`src/rtl/hazard_pkg.sv`:
```
// Shared types and constants for the pipeline hazard/stall controller.
package hazard_pkg;

  typedef enum logic [0:0] {
    RUN    = 1'b0,
    MDBUSY = 1'b1
  } hz_state_t;

  localparam logic [4:0] REG_ZERO       = 5'd0;
  localparam int         MULDIV_LAT_DEF = 4;
  localparam int         CNT_W_DEF      = 4;

endpackage

```
`src/rtl/hazard_stall_controller_if.sv`:
```
// Pipeline-side view of the hazard controller: ID/EX hazard inputs and freeze/flush outputs.
// Optional stall counters are present when STALL_PERF_EN is defined.
interface hazard_stall_controller_if;

  logic [4:0]  Rs_IF_ID;
  logic [4:0]  Rt_IF_ID;
  logic        Uses_Rt_IF_ID;
  logic [4:0]  Rt_ID_EX;
  logic        Mem_Read_ID_EX;
  logic        Branch_Taken_ID;
  logic        Jump_ID;
  logic        MulDiv_Start_ID_EX;

  logic        PC_Write;
  logic        IF_ID_Write;
  logic        ID_EX_Write;
  logic        IF_ID_Flush;
  logic        ID_EX_Bubble;
  logic        EX_MEM_Bubble;
  logic        MulDiv_Busy;
  logic        MulDiv_Done;

`ifdef STALL_PERF_EN
  logic        Perf_Clr;
  logic [15:0] Ld_Stall_Cnt;
  logic [15:0] Md_Stall_Cnt;
  logic [15:0] Flush_Cnt;
`endif

  // Level signals only, no handshake: the datapath samples the enables every
  // rising clk edge, and the controller's outputs are valid for that edge.
  modport master (
`ifdef STALL_PERF_EN
    output Perf_Clr,
    input  Ld_Stall_Cnt, Md_Stall_Cnt, Flush_Cnt,
`endif
    output Rs_IF_ID, Rt_IF_ID, Uses_Rt_IF_ID, Rt_ID_EX, Mem_Read_ID_EX,
    output Branch_Taken_ID, Jump_ID, MulDiv_Start_ID_EX,
    input  PC_Write, IF_ID_Write, ID_EX_Write, IF_ID_Flush,
    input  ID_EX_Bubble, EX_MEM_Bubble, MulDiv_Busy, MulDiv_Done
  );

  modport slave (
`ifdef STALL_PERF_EN
    input  Perf_Clr,
    output Ld_Stall_Cnt, Md_Stall_Cnt, Flush_Cnt,
`endif
    input  Rs_IF_ID, Rt_IF_ID, Uses_Rt_IF_ID, Rt_ID_EX, Mem_Read_ID_EX,
    input  Branch_Taken_ID, Jump_ID, MulDiv_Start_ID_EX,
    output PC_Write, IF_ID_Write, ID_EX_Write, IF_ID_Flush,
    output ID_EX_Bubble, EX_MEM_Bubble, MulDiv_Busy, MulDiv_Done
  );

endinterface

```
`src/rtl/muldiv_timer.sv`:
```
// Loadable down-counter tracking the remaining EX cycles of a mul/div op.
module muldiv_timer #(
  parameter int CNT_W = 4
) (
  input  logic             clk,
  input  logic             rst_n,
  input  logic             load,
  input  logic [CNT_W-1:0] value,
  input  logic             dec,
  output logic             is_last
);

  logic [CNT_W-1:0] cnt;

  always_ff @(posedge clk or negedge rst_n) begin
    if (!rst_n) begin
      cnt <= '0;
    end else if (load) begin
      cnt <= value;
    end else if (dec && (cnt != '0)) begin
      cnt <= cnt - 1'b1;
    end
  end

  assign is_last = (cnt == CNT_W'(1));

endmodule

```
`src/rtl/hazard_stall_controller.sv`:
```
// Freeze/flush sequencing for the 5-stage core: mul/div freeze > load-use stall > branch flush.
// Define STALL_PERF_EN to add saturating stall/flush event counters.
module hazard_stall_controller
  import hazard_pkg::*;
#(
  parameter int MULDIV_LAT = MULDIV_LAT_DEF,
  parameter int CNT_W      = CNT_W_DEF
) (
  input  logic                      clk,
  input  logic                      rst,
  hazard_stall_controller_if.slave  hz,
  output hz_state_t                 state_dbg
);

  if (MULDIV_LAT < 2 || MULDIV_LAT > 15 || (1 << CNT_W) <= MULDIV_LAT) begin : g_bad_cfg
    $error("hazard_stall_controller: illegal MULDIV_LAT/CNT_W combination");
  end

  hz_state_t state, next_state;
  logic      load_use, redirect, md_is_last;
  logic      md_load, md_dec;
  logic      pc_write, if_id_write, id_ex_write, if_id_flush;
  logic      id_ex_bubble, ex_mem_bubble, md_busy, md_done;

  assign load_use = hz.Mem_Read_ID_EX && (hz.Rt_ID_EX != REG_ZERO) &&
                    ((hz.Rt_ID_EX == hz.Rs_IF_ID) ||
                     (hz.Uses_Rt_IF_ID && (hz.Rt_ID_EX == hz.Rt_IF_ID)));
  assign redirect = hz.Branch_Taken_ID || hz.Jump_ID;

  always_comb begin
    next_state    = state;
    md_load       = 1'b0;
    md_dec        = 1'b0;
    pc_write      = 1'b0;
    if_id_write   = 1'b0;
    id_ex_write   = 1'b0;
    if_id_flush   = 1'b0;
    id_ex_bubble  = 1'b0;
    ex_mem_bubble = 1'b0;
    md_busy       = 1'b0;
    md_done       = 1'b0;
    if (rst) begin
      pc_write    = 1'b1;
      if_id_write = 1'b1;
      id_ex_write = 1'b1;
      case (state)
        RUN: begin
          if (hz.MulDiv_Start_ID_EX) begin
            pc_write      = 1'b0;
            if_id_write   = 1'b0;
            id_ex_write   = 1'b0;
            ex_mem_bubble = 1'b1;
            md_load       = 1'b1;
            next_state    = MDBUSY;
          end else if (load_use) begin
            // Hold PC and IF/ID; ID/EX still loads, but with a zeroed bubble.
            pc_write     = 1'b0;
            if_id_write  = 1'b0;
            id_ex_bubble = 1'b1;
          end else begin
            if_id_flush = redirect;
          end
        end
        MDBUSY: begin
          md_busy = 1'b1;
          md_dec  = 1'b1;
          if (md_is_last) begin
            md_done     = 1'b1;
            if_id_flush = redirect;
            next_state  = RUN;
          end else begin
            pc_write      = 1'b0;
            if_id_write   = 1'b0;
            id_ex_write   = 1'b0;
            ex_mem_bubble = 1'b1;
          end
        end
        default: next_state = RUN;
      endcase
    end
  end

  always_ff @(posedge clk or negedge rst) begin
    if (!rst) begin
      state <= RUN;
    end else begin
      state <= next_state;
    end
  end

  muldiv_timer #(.CNT_W(CNT_W)) u_muldiv_timer (
    .clk     (clk),
    .rst_n   (rst),
    .load    (md_load),
    .value   (CNT_W'(MULDIV_LAT - 1)),
    .dec     (md_dec),
    .is_last (md_is_last)
  );

  assign hz.PC_Write      = pc_write;
  assign hz.IF_ID_Write   = if_id_write;
  assign hz.ID_EX_Write   = id_ex_write;
  assign hz.IF_ID_Flush   = if_id_flush;
  assign hz.ID_EX_Bubble  = id_ex_bubble;
  assign hz.EX_MEM_Bubble = ex_mem_bubble;
  assign hz.MulDiv_Busy   = md_busy;
  assign hz.MulDiv_Done   = md_done;
  assign state_dbg        = state;

`ifdef STALL_PERF_EN
  logic [15:0] ld_cnt, md_cnt, fl_cnt;

  // Clear beats increment; each counter sticks at all-ones.
  always_ff @(posedge clk or negedge rst) begin
    if (!rst) begin
      ld_cnt <= '0;
      md_cnt <= '0;
      fl_cnt <= '0;
    end else if (hz.Perf_Clr) begin
      ld_cnt <= '0;
      md_cnt <= '0;
      fl_cnt <= '0;
    end else begin
      if (id_ex_bubble  && (ld_cnt != 16'hFFFF)) ld_cnt <= ld_cnt + 16'd1;
      if (ex_mem_bubble && (md_cnt != 16'hFFFF)) md_cnt <= md_cnt + 16'd1;
      if (if_id_flush   && (fl_cnt != 16'hFFFF)) fl_cnt <= fl_cnt + 16'd1;
    end
  end

  assign hz.Ld_Stall_Cnt = ld_cnt;
  assign hz.Md_Stall_Cnt = md_cnt;
  assign hz.Flush_Cnt    = fl_cnt;
`endif

endmodule

```
`src/flat_wrapper.sv`:
```
// flat-port wrapper written by rule: the top's interface ports become plain ports
module hazard_stall_controller_flat import hazard_pkg::*;
#(
  parameter int MULDIV_LAT = MULDIV_LAT_DEF,
  parameter int CNT_W      = CNT_W_DEF
)
  (clk, rst, state_dbg, hz_Rs_IF_ID, hz_Rt_IF_ID, hz_Uses_Rt_IF_ID, hz_Rt_ID_EX, hz_Mem_Read_ID_EX, hz_Branch_Taken_ID, hz_Jump_ID, hz_MulDiv_Start_ID_EX, hz_PC_Write, hz_IF_ID_Write, hz_ID_EX_Write, hz_IF_ID_Flush, hz_ID_EX_Bubble, hz_EX_MEM_Bubble, hz_MulDiv_Busy, hz_MulDiv_Done);
  hazard_stall_controller_if hz_i ();
  input  logic clk;
  input  logic rst;
  output hz_state_t state_dbg;
  input wire logic [$bits(hz_i.Rs_IF_ID)-1:0] hz_Rs_IF_ID;
  input wire logic [$bits(hz_i.Rt_IF_ID)-1:0] hz_Rt_IF_ID;
  input wire logic [$bits(hz_i.Uses_Rt_IF_ID)-1:0] hz_Uses_Rt_IF_ID;
  input wire logic [$bits(hz_i.Rt_ID_EX)-1:0] hz_Rt_ID_EX;
  input wire logic [$bits(hz_i.Mem_Read_ID_EX)-1:0] hz_Mem_Read_ID_EX;
  input wire logic [$bits(hz_i.Branch_Taken_ID)-1:0] hz_Branch_Taken_ID;
  input wire logic [$bits(hz_i.Jump_ID)-1:0] hz_Jump_ID;
  input wire logic [$bits(hz_i.MulDiv_Start_ID_EX)-1:0] hz_MulDiv_Start_ID_EX;
  output wire logic [$bits(hz_i.PC_Write)-1:0] hz_PC_Write;
  output wire logic [$bits(hz_i.IF_ID_Write)-1:0] hz_IF_ID_Write;
  output wire logic [$bits(hz_i.ID_EX_Write)-1:0] hz_ID_EX_Write;
  output wire logic [$bits(hz_i.IF_ID_Flush)-1:0] hz_IF_ID_Flush;
  output wire logic [$bits(hz_i.ID_EX_Bubble)-1:0] hz_ID_EX_Bubble;
  output wire logic [$bits(hz_i.EX_MEM_Bubble)-1:0] hz_EX_MEM_Bubble;
  output wire logic [$bits(hz_i.MulDiv_Busy)-1:0] hz_MulDiv_Busy;
  output wire logic [$bits(hz_i.MulDiv_Done)-1:0] hz_MulDiv_Done;
  assign hz_i.Rs_IF_ID = hz_Rs_IF_ID;
  assign hz_i.Rt_IF_ID = hz_Rt_IF_ID;
  assign hz_i.Uses_Rt_IF_ID = hz_Uses_Rt_IF_ID;
  assign hz_i.Rt_ID_EX = hz_Rt_ID_EX;
  assign hz_i.Mem_Read_ID_EX = hz_Mem_Read_ID_EX;
  assign hz_i.Branch_Taken_ID = hz_Branch_Taken_ID;
  assign hz_i.Jump_ID = hz_Jump_ID;
  assign hz_i.MulDiv_Start_ID_EX = hz_MulDiv_Start_ID_EX;
  assign hz_PC_Write = hz_i.PC_Write;
  assign hz_IF_ID_Write = hz_i.IF_ID_Write;
  assign hz_ID_EX_Write = hz_i.ID_EX_Write;
  assign hz_IF_ID_Flush = hz_i.IF_ID_Flush;
  assign hz_ID_EX_Bubble = hz_i.ID_EX_Bubble;
  assign hz_EX_MEM_Bubble = hz_i.EX_MEM_Bubble;
  assign hz_MulDiv_Busy = hz_i.MulDiv_Busy;
  assign hz_MulDiv_Done = hz_i.MulDiv_Done;
  hazard_stall_controller #(.MULDIV_LAT(MULDIV_LAT), .CNT_W(CNT_W)) u_core (.clk(clk), .rst(rst), .hz(hz_i), .state_dbg(state_dbg));
endmodule
```
`config.mk`:
```
export PLATFORM = sky130hd
export DESIGN_NAME = hazard_stall_controller_flat
export DESIGN_NICKNAME = d
export VERILOG_FILES = /design/src/rtl/hazard_pkg.sv /design/src/rtl/hazard_stall_controller_if.sv /design/src/rtl/muldiv_timer.sv /design/src/rtl/hazard_stall_controller.sv /design/src/flat_wrapper.sv
export SDC_FILE = /design/constraint.sdc
export NUM_CORES = 1
export LEC_CHECK = 0
export ABC_AREA = 1
export CAP_MARGIN = 5
export CORE_MARGIN = 2
export CORE_UTILIZATION = 33
export DETAILED_ROUTE_END_ITERATION = 8
export PLACE_DENSITY = 0.73
export SLEW_MARGIN = 10
export SYNTH_ARGS = -nofsm -noshare
export SYNTH_HDL_FRONTEND = slang
export SYNTH_SLANG_ARGS = --single-unit
```
`constraint.sdc`:
```
create_clock -name clk -period 1.2 [get_ports clk]
set_clock_uncertainty 0.1 [all_clocks]
set_input_delay 0.18 -clock clk [delete_from_list [all_inputs] [get_ports clk]]
set_output_delay 0.18 -clock clk [all_outputs]
set_load 0.005 [all_outputs]
```
======== After elaboration in Yosys (flattened, before gate mapping) ========
Cells that the tools add are included.
storage, ports and cells
  bits in registers ....................... 5
  bits in latches ......................... 0
  RAM bits ................................ 0
  memory bits (read-only) ................. 0
  input bits .............................. 22
  output and inout port bits .............. 9
  logic and storage cells ................. 45
  memories kept ........................... 0
cells by class
  $add $sub $neg .......................... 1
  multipliers ............................. 0
  div/mod/pow operators ................... 0
  order comparisons ....................... 0
  eq/ne operators ......................... 3
  shift-type cells ........................ 0
  mux-type cells .......................... 29
  bitwise gates (word level) .............. 1
  reductions and logical operators ........ 9
operator list
  operator               count
  $mux W1                23
  $eq A5 B5 Y1           2
  $mux W4                2
  $pmux W1 S2            4
  $reduce_bool A5 Y1     1
  $eq A4 B1 Y1 const B   1
  $logic_and A1 B1 Y1    4
  $reduce_bool A4 Y1     1
  $sub A4 B1 Y4 const B  1
  $logic_or A1 B1 Y1     2
  $reduce_bool A2 Y1     1
  $not A1 Y1             1

======== Depth between registers and ports, before layout ========
Gate-level depths: netlist of run 1.
  word-level depth ........................ 8
  depth in mapped cells ................... 10

======== Hierarchy ========
Synthesis of run 1 repeated with hierarchy kept, for this count alone.
second synthesis, totals
  cells, all modules ...................... 115
  area, all modules ....................... 635.6 sq um
modules (own cells, without submodules)
  module                   instances  cells each  area an instance (sq um)  seq. area each (sq um)
  hazard_stall_controller  1          78          354.1                     25.0
  muldiv_timer             1          37          281.5                     100.1

======== Least setup slack after synthesis of run 1 ========
OpenSTA, ideal clock, no wires.
  kind .................................... register -> output
  from .................................... reg u_core.u_muldiv_timer.cnt[1]
  to ...................................... out hz_PC_Write
  arrival ................................. 1.154 ns
  data required time ...................... 0.920 ns
  slack ................................... -0.234 ns
  cell stages (with the launch flop) ...... 10
  path through ............................ dfrtp_1 inv_1 ha_1 nand3_1 nand2_1 nand2_1 nor2_4 nand2_1 inv_1 buf_4
on the way
  word-level cells in the longest chain between the ends .. 4
RTL lines
  element                   line                RTL
  start: declaration        muldiv_timer.sv:13  logic [CNT_W-1:0] cnt;
  start signal: assignment  muldiv_timer.sv:19  cnt <= value;
  start signal: assignment  muldiv_timer.sv:21  cnt <= cnt - 1'b1;
  $eq A4 B1 Y1              muldiv_timer.sv:25  assign is_last = (cnt == CNT_W'(1));
  $mux W1                   n/a
  $pmux W1 S2               n/a
  $mux W1                   n/a
  end: declaration          flat_wrapper.sv:20  output wire logic [$bits(hz_i.PC_Write)-1:0] hz_PC_Write;
No other way between the ends.

======== Final worst setup path of run 1 ========
  from .................................... reg u_core.u_muldiv_timer.cnt[1]
  to ...................................... out hz_IF_ID_Flush
on the way
  word-level cells in the longest chain between the ends .. 4
RTL lines
  element           line                           RTL
  $eq A4 B1 Y1      muldiv_timer.sv:25
  $mux W1           hazard_stall_controller.sv:67  if (md_is_last) begin
  $pmux W1 S2       hazard_stall_controller.sv:46  case (state)
  $mux W1           hazard_stall_controller.sv:42  if (rst) begin
  end: declaration  flat_wrapper.sv:23             output wire logic [$bits(hz_i.IF_ID_Flush)-1:0] hz_IF_ID_Flush;
No other way between the ends.

==> results of run 1 <==
[area by class of cell]
cell class | instances | share of cell area, %
tap | 16 | 1.59
clock buffer | 3 | 1.78
multi-input combinational | 70 | 37.7
clock inverter | 1 | 0.396
sequential | 5 | 10.0
timing repair buffer | 60 | 40.9
inverter | 25 | 7.63
[flip-flops by register name (all words and copies together), names as in the netlist]
signal,cells
u_core.u_muldiv_timer.cnt,4
u_core.state_dbg,1
[kinds of logic after synthesis]
kind of cell / Yosys count / share of synthesized area [%]
buf+inv: 26 / 18.2
xor+xnor: 1 / 1.57
compound gates: 8 / 7.62
fa+ha+maj: 2 / 4.48
flops: 5 / 22.4
simple gates: 59 / 45.7
[critical path: stages, from the launching register on]
cell and delay (ns):
dfrtp_1 0.40, inv_2 0.09, ha_4 0.14, nand3_4 0.07, nand2_4 0.09, nand2_4 0.05
nor2_4 0.10, nand2_2 0.08, nor2_1 0.10, buf_2 0.11
[stage by stage]
stage | cell area, sq um | hold slack [ns]
6_report | 1260 | 0.508
5_1_grt | 1260 | 0.528
4_1_cts | 1200 | 0.499
3_5_place_dp | 1020 | 0.417
3_3_place_gp | 1020 | 0.420
2_1_floorplan | 568 | -0.216
[metal layers]
| metal | wire, um | share of wire (%) |
|---|---|---|
| met5 | 0 | 0 |
| met3 | 91 | 3.8 |
| met1 | 983 | 41 |
| met2 | 1320 | 55 |
| met4 | 19 | 0.79 |
[where the power goes]
| group | internal [W] | switching (W) | total [W] |
|---|---|---|---|
| Sequential | 0.000256 | 0.0000844 | 0.000340 |
| Clock | 0.000123 | 0.000101 | 0.000224 |
| Combinational | 0.000922 | 0.000754 | 0.00168 |
| Total | 0.00130 | 0.000940 | 0.00224 |
[cells in the final DEF (no fill, tap or decap), types with 2 or more instances in the layout]
cell | synthesis | routed
nor2_4 | 1 | 2
buf_6 | 0 | 16
nand2_4 | 0 | 3
ha_4 | 0 | 2
nor2_2 | 0 | 3
nand3_1 | 5 | 2
buf_4 | 1 | 17
dfrtp_1 | 5 | 4
a21oi_2 | 0 | 3
dlygate4sd2_1 | 0 | 13
buf_2 | 0 | 4
nand4_1 | 2 | 2
nand2_2 | 1 | 4
inv_2 | 2 | 8
nand3_4 | 0 | 2
o21ai_1 | 0 | 2
inv_1 | 23 | 16
nor2_1 | 13 | 9
nand2_1 | 34 | 27
clkdlybuf4s50_1 | 0 | 4
clkbuf_4 | 0 | 3
clkbuf_2 | 0 | 5
[worst min-delay path by stage]
stage	slack [ns]	to
2_1_floorplan	-0.22	u_core.state_dbg
3_3_place_gp	0.42	u_core.u_muldiv_timer.cnt[3]
3_5_place_dp	0.42	u_core.u_muldiv_timer.cnt[3]
4_1_cts	0.50	u_core.state_dbg
5_1_grt	0.53	u_core.state_dbg
6_report	0.51	u_core.state_dbg
[timing repair]
item,CTS,global route
hold endpoints to repair,5,0
hold buffers,1,0
buffers inserted,9,5
resized for setup,91,24
endpoints found under the setup margin,14,14
pin swaps,24,7
==> key figures, run 1 <==
Worst setup path
  • R2R depth: 7
  • CP startpoint kind: register
  • Reg-to-reg slack, setup: -0.22 ns
  • Worst setup EP type: primary output
  • Worst Path Arrival: 1.51 ns
  • End point of the critical path: hz_IF_ID_Flush
  • Setup Crit Path Kind: reg2out
  • Worst setup path startpoint: u_core.u_muldiv_timer.cnt[1]
  • Required time of the critical path: 0.92 ns
  • Worst-path fanout max: 2
  • Crit Reg-Reg Startpoint: u_core.u_muldiv_timer.cnt[0]
  • RR Endpoint: u_core.u_muldiv_timer.cnt[3]

Die
  • Rows: 14
  • Die area: between 2000 and 2500 sq um
  • Initial core utilization: between 30% and 40%
  • Die W: about 45 um
  • Core box area: between 1500 and 2000 sq um
  • Chip height: around 45 um
  • Ports: 31

Min path
  • Hold crit path type: in2reg
  • Min-Delay Startpoint: rst
  • Hold depth: 5

Clock tree
  • CTS root buf: clkbuf_4
  • CTS tree: yes
  • TritonCTS buffer count: 3
  • Later-pin clock latency in the skew report: roughly 0.27 ns
  • Clock Tree Buf Depth: 2
  • Clock transition at path regs: ~0.060 ns
  • Htree depth: 1
  • CTS sink cnt: 5

Detailed routing
  • DRC violation count after routing: 0
  • Final wirelength: 2.41 mm
  • Detail Route Antenna Nets: 0
  • Initial DRT Pass Iterations: 4
  • Vias after detailed routing: slightly below 900
  • Vias/cell: 4.81
  • WL/cell: ~13 um
  • DR iter-0 viols: 4

GRT
  • First-pass GRT wire length: 3.35 mm
  • Gr busiest metal: met2
  • Vias in the first global route: between 800 and 900
  • Met3 usage: under 10%
  • Largest net degree at the start of global routing: 7
  • Gr usage total: 22.9%
  • Gr ovfl total: 0
  • Grt met1 use: 26.7%
  • GRT met2 Usage: a little over two fifths
  • Initial antenna violation count: 0

Finish
  • Layout net count: ~190
  • Area Growth Syn to Fin: 126%
  • Non-Filler Instances: between 150 and 200
  • Final core occ: 81.9%
  • Area of the multi-input gates: 475 sq um
  • Antenna diode count: 0
  • # fillers: around 110
  • Layout cells sized above 1: about half
  • Seq. cell area: about 130 sq um

Placement
  • Placer congestion estimate: between 0.8 and 0.9
  • Placed instance count: roughly 160
  • Hpwl dp: ~1.4 mm
  • Count of input and output buffers: 30
  • Dpl ws: -0.885 ns

STA
  • Max Transition Viols Final: 0
  • RSZ-0062 raised after global routing: yes
  • Period utilization: 149%
  • Final setup violation count: 14
  • Fmax: between 500 and 600 MHz
  • Min Tclk post-route: 1.79 ns
  • Final Hold Viols: 0
  • Max transition margin: 88.8%
  • Worst slew pin tran: ~0.17 ns
  • TNS Setup: -4.72 ns
  • Post-layout worst setup margin: -0.586 ns

Power
  • Worst vdd ir: ~1.5 mV
  • Leakage: 0.701 nW
  • Pwr dens: approximately 1800 nW/um^2
  • Total power: between 0.002 and 0.0025 W

Logic synthesis
  • Number of register bits inferred by synthesis: 5
  • Cell type with the highest aggregate area in the netlist: nand2_1
  • Synthesized instance count: 101
  • Area contributors post-synth: nand2_1 23%, dfrtp_1 22%, inv_1 15%, nor2_1 8.7%, ha_1 4.5%
  • Async SR Flop Fraction: 100%
  • Area of the mapped netlist: about 560 sq um
  • Most frequent cell after synthesis: nand2_1
  • Ys flop type: dfrtp_1
  • Post-synthesis sequential area ratio: 22.4%
  • Synth Area per Inst: around 5.5 sq um
  • Post-synth EDFFs: 0
  • Netlist cell types: 18
  • Synth cell count leaders: 34 x nand2_1, 23 x inv_1, 13 x nor2_1, 5 x dfrtp_1, 5 x nand3_1
  • Synth top area share: between 20% and 30%
  • Yosys Warn Count: 0
  • Net count after synthesis: approximately 130

Outcome
  • Failing checks: setup timing
  • Status: complete, but fails checks

Job
  • Max Cap Viol: 0
No activity file was read; power rests on OpenSTA's default activity.
==> inputs of run 2 (changes only) <==
- CORE_UTILIZATION: 33 -> 35
- PLACE_DENSITY: 0.73 -> 0.74
- SYNTH_HIERARCHICAL: unset -> 1
==> run 2 against run 1 <==
Compared with the run above:
- the run still ends with setup timing left
- sequential cell count unchanged
- largest power group unchanged
- clock power down 15%
- combinational power down 15%
- count of clock-buffer cells in the layout up 1
- core utilization down 10 points
- area after synthesis up 14%
- design area down 3.4%
==> key figures, run 2 <==
Worst setup path
  • Worst Path Arrival: 1.58 ns (was 1.51 ns)
  • CP startpoint kind: register (unchanged)
  • Required time of the critical path: 0.92 ns (about the same)
  • Worst-path fanout max: 2 (unchanged)
  • Setup Crit Path Kind: reg2out (unchanged)
  • Reg-to-reg slack, setup: -0.33 ns (was -0.22 ns)
  • Worst setup EP type: primary output (unchanged)

Logic synthesis
  • Synth Area per Inst: 5.53 sq um (about the same)
  • Post-synth EDFFs: 0 (unchanged)
  • Yosys Warn Count: 6 (was 0)
  • Number of register bits inferred by synthesis: 5 (unchanged)
  • Netlist cell types: 23 (was 18)
  • Ys flop type: dfrtp_1 (unchanged)
  • Area contributors post-synth: nand2_1 24%, dfrtp_1 20%, inv_1 11%, nor2_1 7.7%, nand2_2 4.9% (was nand2_1 23%, dfrtp_1 22%, inv_1 15%, nor2_1 8.7%, ha_1 4.5%)
  • Synth cell count leaders: 41 x nand2_1, 18 x inv_1, 13 x nor2_1, 6 x inv_2 (was 34 x nand2_1, 23 x inv_1, 13 x nor2_1, 5 x dfrtp_1, 5 x nand3_1)
  • Area of the mapped netlist: 636 sq um (was 558 sq um)
  • Post-synthesis sequential area ratio: 19.7% (was 22.4%)
  • Synthesized instance count: 115 (was 101)
  • Cell type with the highest aggregate area in the netlist: nand2_1 (unchanged)
  • Synth top area share: 24.2% (was 22.9%)
  • Most frequent cell after synthesis: nand2_1 (unchanged)
  • Async SR Flop Fraction: 100% (unchanged)

Power
  • Leakage: 0.703 nW (was 0.701 nW)
  • Pwr dens: 1610 nW/um^2 (was 1770 nW/um^2)
  • Worst vdd ir: 0.959 mV (was 1.50 mV)

Job
  • Max Cap Viol: 0 (unchanged)

GRT
  • Largest net degree at the start of global routing: 9 (was 7)
  • Initial antenna violation count: 0 (unchanged)
  • Gr usage total: 19.3% (was 22.9%)
  • First-pass GRT wire length: 3.04 mm (was 3.35 mm)
  • Gr ovfl total: 0 (unchanged)
  • Vias in the first global route: 790 (was 826)

Placement
  • Hpwl dp: 1.46 mm (was 1.43 mm)
  • Count of input and output buffers: 30 (unchanged)
  • Placed instance area: 1080 sq um (was 1020 sq um)
  • Placer congestion estimate: 0.771 (was 0.842)

Detailed routing
  • Vias/cell: 4.31 (was 4.81)
  • Vias after detailed routing: 857 (was 865)
  • Final wirelength: 2.01 mm (was 2.41 mm)
  • Initial DRT Pass Iterations: 5 (was 4)
  • WL met3: 91 um (unchanged)
  • DR iter-0 viols: 5 (was 4)
  • DRT met1 WL: 753 um (was 983 um)
  • Max Used Layer: met4 (unchanged)
  • Detail Route Antenna Nets: 0 (unchanged)
  • Met2 WL post-DR: 1.10 mm (was 1.32 mm)
  • WL/cell: 10.1 um (was 13.4 um)
  • DRC violation count after routing: 0 (unchanged)

Outcome
  • Failing checks: setup timing (unchanged)
  • Status: complete, but fails checks (unchanged)

Finish
  • Max reg flops: 4 (unchanged)
  • Layout net count: 199 (was 189)
  • Antenna diode count: 0 (unchanged)
  • Post-route cell area: 1220 sq um (was 1260 sq um)
  • Layout cells sized above 1: 40.8% (was 50.0%)
  • Reg with most FFs: u_core/u_muldiv_timer/cnt (was u_core.u_muldiv_timer.cnt)
  • Area of the multi-input gates: 499 sq um (was 475 sq um)
  • Commonest non-fill, non-tap cell in the layout: nand2_1 (unchanged)
  • Seq. cell area: 126 sq um (unchanged)
  • Most frequent cells in the layout: 40 x nand2_1, 18 x buf_4, 13 x dlygate4sd2_1 (was 27 x nand2_1, 17 x buf_4, 16 x inv_1, 16 x buf_6, 13 x dlygate4sd2_1)
  • Area Growth Syn to Fin: 91.9% (was 126%)
  • # fillers: 143 (was 107)

Clock tree
  • CTS tree: yes (unchanged)
  • Clock Tree Buf Depth: 2 (unchanged)
  • TritonCTS buffer count: 3 (unchanged)
  • Htree depth: 1 (unchanged)
  • Later-pin clock latency in the skew report: 0.24 ns (was 0.27 ns)
  • CTS sink cnt: 5 (unchanged)
  • Clock transition at path regs: 0.05 ns (was 0.06 ns)
  • CTS root buf: clkbuf_4 (unchanged)

Die
  • Chip height: 46.6 um (was 45.1 um)
  • Die area: 2170 sq um (was 2040 sq um)
  • Ports: 31 (unchanged)
  • Initial core utilization: 37.2% (was 36.2%)
  • Core box area: 1710 sq um (was 1540 sq um)
  • Die W: 46.6 um (was 45.1 um)
  • Rows: 15 (was 14)

STA
  • WHS: 0.458 ns (was 0.508 ns)
  • Period utilization: 155% (was 149%)
  • Final Hold Viols: 0 (unchanged)
  • Final setup violation count: 13 (was 14)
  • Post-layout worst setup margin: -0.656 ns (was -0.586 ns)
  • Min Tclk post-route: 1.86 ns (was 1.79 ns)
  • Max Transition Viols Final: 0 (unchanged)
  • RSZ-0062 raised after global routing: yes (unchanged)
  • Fmax: 539 MHz (was 560 MHz)

Min path
  • Hold crit path type: in2reg (unchanged)
==> run 2: cell count changes after synthesis, moves of 2 or more <==
cell     change
nor2_2       +2
o21ai_1      +2
inv_1        -5
nand2_1      +7
a21oi_1      -3
nand3_2      +2
inv_2        +4
nand2_2      +4
conb_1       +2
==> run 2: logic make-up after synthesis <==
| kind of cell | share of synthesized area, % |
|---|---|
| AO/OA/AOI/OAI | 5.31 |
| XOR/XNOR | 2.76 |
| adder cells (fa/ha/maj) | 3.94 |
| buffers and inverters | 15.4 |
| flip-flops | 19.7 |
| other | 1.18 |
| AND/OR/NAND/NOR | 51.8 |
==> run 2: stage by stage <==
stage	setup slack, ns	power [W]	TNS (ns)	cells	util (%)
final	-0.656	0.00197	-4.78	199	71.4
after global routing	-0.757	0.00214	-5.69	199	71.4
after CTS	-0.651	0.00176	-4.84	197	68.8
after detailed placement	-0.882	0.00140	-7.81	184	63.4
after global placement	-0.844	0.00136	-7.47	184	63.4
after floorplan	-0.300	0.000871	-0.912	117	-
==> run 2: worst paths after layout <==
check / start / end / cells past startpoint
worst min-delay path: rst / u_core/state_dbg / 4
min in group asynchronous: rst / u_core/u_muldiv_timer/cnt[3] / 4
worst min register to register: u_core/u_muldiv_timer/cnt[3] / u_core/u_muldiv_timer/cnt[3] / 3
worst max-delay path: u_core/u_muldiv_timer/cnt[1] / hz_IF_ID_Flush / 10
worst max register to register: u_core/u_muldiv_timer/cnt[1] / u_core/state_dbg / 10
max in group asynchronous: rst / u_core/state_dbg / 4
==> run 2: worst max-delay path, stage by stage, from the launching register on <==
cell	delay, ns
dfrtp_1	0.39
inv_2	0.10
ha_4	0.12
nor3b_4	0.17
nand2_2	0.08
o21ai_2	0.07
inv_2	0.06
nor2_4	0.11
nand2_2	0.07
nor2_2	0.07
buf_2	0.11
==> run 2: timing repair <==
item	4_1_cts	5_1_grt
resized for setup	66	19
setup endpoints to repair	14	14
pin swaps	22	5
hold buffers	1	0
setup buffers	9	2
endpoints found under the hold margin	5	0
gates cloned	0	0
==> run 2: routing by layer <==
layer	vias up	global-route usage, %
li1	454	-
met1	372	21.8
met2	25	37.5
met3	6	1.18
met4	0	6.67
met5	-	0
==> run 2: area by class of cell <==
| class | instances | share of cell area, % |
|---|---|---|
| well taps | 25 | 2.56 |
| multi-input cells | 87 | 40.9 |
| clock buffers | 4 | 2.15 |
| flip-flops and latches | 5 | 10.4 |
| inverters | 24 | 7.59 |
| repair buffers | 54 | 36.4 |
==> run 2: power breakdown <==
group          switching, W  internal (W)  total, W
sequential        0.0000909      0.000252  0.000343
clock             0.0000659      0.000126  0.000191
combinational      0.000647      0.000786   0.00143
==> inputs of run 3 (changes only) <==
- CTS_CLUSTER_DIAMETER: unset -> 50
- PLACE_DENSITY: 0.74 -> 0.73
- RECOVER_POWER: unset -> 25
==> run 3 against run 2 <==
Compared with the run above:
- the run still ends with setup timing left
- worst setup slack better by 0.0019 ns
- wire length is 8.9% higher
- critical path depth stayed put
- clock power is 7% higher
- non-clock buffer count is 1 lower
- worst hold slack worse by 0.014 ns
- critical endpoint unchanged
- largest cell class unchanged
- highest routed layer unchanged
==> key figures, run 3 (synthesis results as in run 2) <==
Finish
  • Layout cells sized above 1: 39.9% (was 40.8%)
  • Antenna diode count: 0 (unchanged)
  • Max reg flops: 4 (unchanged)
  • Reg with most FFs: u_core/u_muldiv_timer/cnt (unchanged)
  • Area Growth Syn to Fin: 94.9% (was 91.9%)
  • Most frequent cells in the layout: 38 x nand2_1, 16 x buf_4, 14 x dlygate4sd2_1 (was 40 x nand2_1, 18 x buf_4, 13 x dlygate4sd2_1)
  • Commonest non-fill, non-tap cell in the layout: nand2_1 (unchanged)
  • Layout net count: 198 (was 199)

GRT
  • Gr ovfl total: 0 (unchanged)
  • First-pass GRT wire length: 3.26 mm (was 3.04 mm)
  • Gr usage total: 21.8% (was 19.3%)
  • Vias in the first global route: 799 (was 790)
  • Largest net degree at the start of global routing: 8 (was 9)
  • Initial antenna violation count: 0 (unchanged)

Detailed routing
  • Vias after detailed routing: 850 (was 857)
  • DRC violation count after routing: 0 (unchanged)
  • Initial DRT Pass Iterations: 4 (was 5)
  • DR iter-0 viols: 10 (was 5)
  • Final wirelength: 2.19 mm (was 2.01 mm)
  • Detail Route Antenna Nets: 0 (unchanged)
  • WL/cell: 11.1 um (was 10.1 um)
  • Vias/cell: 4.29 (was 4.31)

Worst setup path
  • Setup Crit Path Kind: reg2out (unchanged)
  • Required time of the critical path: 0.92 ns (about the same)
  • Worst setup EP type: primary output (unchanged)
  • Worst Path Arrival: 1.57 ns (was 1.58 ns)
  • CP startpoint kind: register (unchanged)
  • Worst-path fanout max: 2 (unchanged)

Placement
  • Placer congestion estimate: 0.814 (was 0.771)
  • Count of input and output buffers: 30 (unchanged)
  • Hpwl dp: 1.39 mm (was 1.46 mm)

Outcome
  • Failing checks: setup timing (unchanged)
  • Status: complete, but fails checks (unchanged)

Die
  • Chip height: 46.6 um (unchanged)
  • Core box area: 1710 sq um (unchanged)
  • Initial core utilization: 37.2% (unchanged)
  • Ports: 31 (unchanged)
  • Die area: 2170 sq um (unchanged)
  • Rows: 15 (unchanged)
  • Die W: 46.6 um (unchanged)

STA
  • RSZ-0062 raised after global routing: yes (unchanged)
  • Fmax: 539 MHz (about the same)
  • Final setup violation count: 14 (was 13)
  • Period utilization: 155% (about the same)
  • Post-layout worst setup margin: -0.654 ns (was -0.656 ns)
  • Final Hold Viols: 0 (unchanged)
  • Min Tclk post-route: 1.85 ns (was 1.86 ns)
  • Max Transition Viols Final: 0 (unchanged)
  • TNS Setup: -5.25 ns (was -4.78 ns)

Clock tree
  • CTS root buf: clkbuf_4 (unchanged)
  • TritonCTS buffer count: 3 (unchanged)
  • Clock Tree Buf Depth: 2 (unchanged)
  • Later-pin clock latency in the skew report: 0.24 ns (about the same)
  • Htree depth: 1 (unchanged)
  • CTS sink cnt: 5 (unchanged)
  • CTS tree: yes (unchanged)
  • Clock transition at path regs: 0.05 ns (about the same)

Power
  • Leakage: 0.701 nW (was 0.703 nW)
  • Total power: 0.00199 W (was 0.00197 W)
  • Pwr dens: 1600 nW/um^2 (was 1610 nW/um^2)
  • Worst vdd ir: 1.08 mV (was 0.959 mV)

Min path
  • Hold crit path type: in2reg (unchanged)

Job
  • Max Cap Viol: 0 (unchanged)
==> run 3: changes by cell type in the layout (fill, tap and decap cells not counted), moves of 2 or more <==
| cell | previous run | this run |
|---|---|---|
| buf_4 | 18 | 16 |
| clkbuf_2 | 4 | 2 |
| clkdlybuf4s15_1 | 1 | 3 |
| inv_2 | 11 | 9 |
| nand2_1 | 40 | 38 |
| nand2_2 | 4 | 6 |
| nand3_1 | 4 | 2 |
| nand3_2 | 3 | 5 |
| nor2_1 | 11 | 13 |
==> run 3: report_power, final <==
group / internal, W / leakage, nW / switching (W) / total, W
Combinational: 0.000780 / 0.627 / 0.000660 / 0.00144
Clock: 0.000126 / 0.0150 / 0.0000776 / 0.000204
Sequential: 0.000252 / 0.0586 / 0.0000924 / 0.000344
==> run 3: critical path: stages (launching register included) <==
cell and delay, ns:
dfrtp_1 0.39, inv_2 0.08, ha_4 0.12, nor3b_4 0.17, nand2_2 0.08, o21ai_2 0.07
inv_2 0.06, nor2_4 0.11, nand2_2 0.08, nor2_2 0.07, buf_2 0.11
==> run 3: what timing repair did <==
item,4_1_cts,5_1_grt
gates resized for setup,63,25
hold buffers,1,0
pin swaps,21,8
setup buffers,9,2
endpoints found under the setup margin,14,14
hold endpoints to repair,5,0
==> run 3: layer usage <==
metal,vias up,track usage (%),routed length (um)
met5,-,0,0
met4,0,11.7,6
met3,2,3.53,81
met2,31,40.6,1270
met1,366,22.8,827
li1,451,-,-
==> run 3: worst paths after layout <==
kind	startpoint	end	slack, ns	cells past startpoint
max in group asynchronous	rst	u_core/u_muldiv_timer/cnt[2]	0.18	4
worst min register to register	u_core/u_muldiv_timer/cnt[3]	u_core/u_muldiv_timer/cnt[3]	0.61	3
min in group asynchronous	rst	u_core/state_dbg	0.52	3
worst max register to register	u_core/u_muldiv_timer/cnt[1]	u_core/state_dbg	-0.31	10
worst min-delay path	rst	u_core/state_dbg	0.44	4
worst max-delay path	u_core/u_muldiv_timer/cnt[1]	hz_IF_ID_Flush	-0.65	10
==> run 3: layout make-up <==
| type | instances | area (sq um) |
|---|---|---|
| repair buffers | 53 | 447 |
| inverters | 24 | 100 |
| flip-flops and latches | 5 | 126 |
| well taps | 25 | 31.3 |
| fillers | 142 | 469 |
| multi-input cells | 87 | 508 |
| clock buffers | 4 | 26.3 |
==> run 3: stage by stage <==
stage,hold slack (ns),instance area [sq um],setup WS (ns),cells,utilization (%)
floorplan,-0.216,661,-0.300,117,-
global placement,0.386,1080,-0.842,184,63.4
detailed placement,0.396,1080,-0.891,184,63.4
CTS,0.418,1180,-0.638,197,69.3
global route,0.464,1240,-0.755,198,72.5
finish,0.444,1240,-0.654,198,72.5
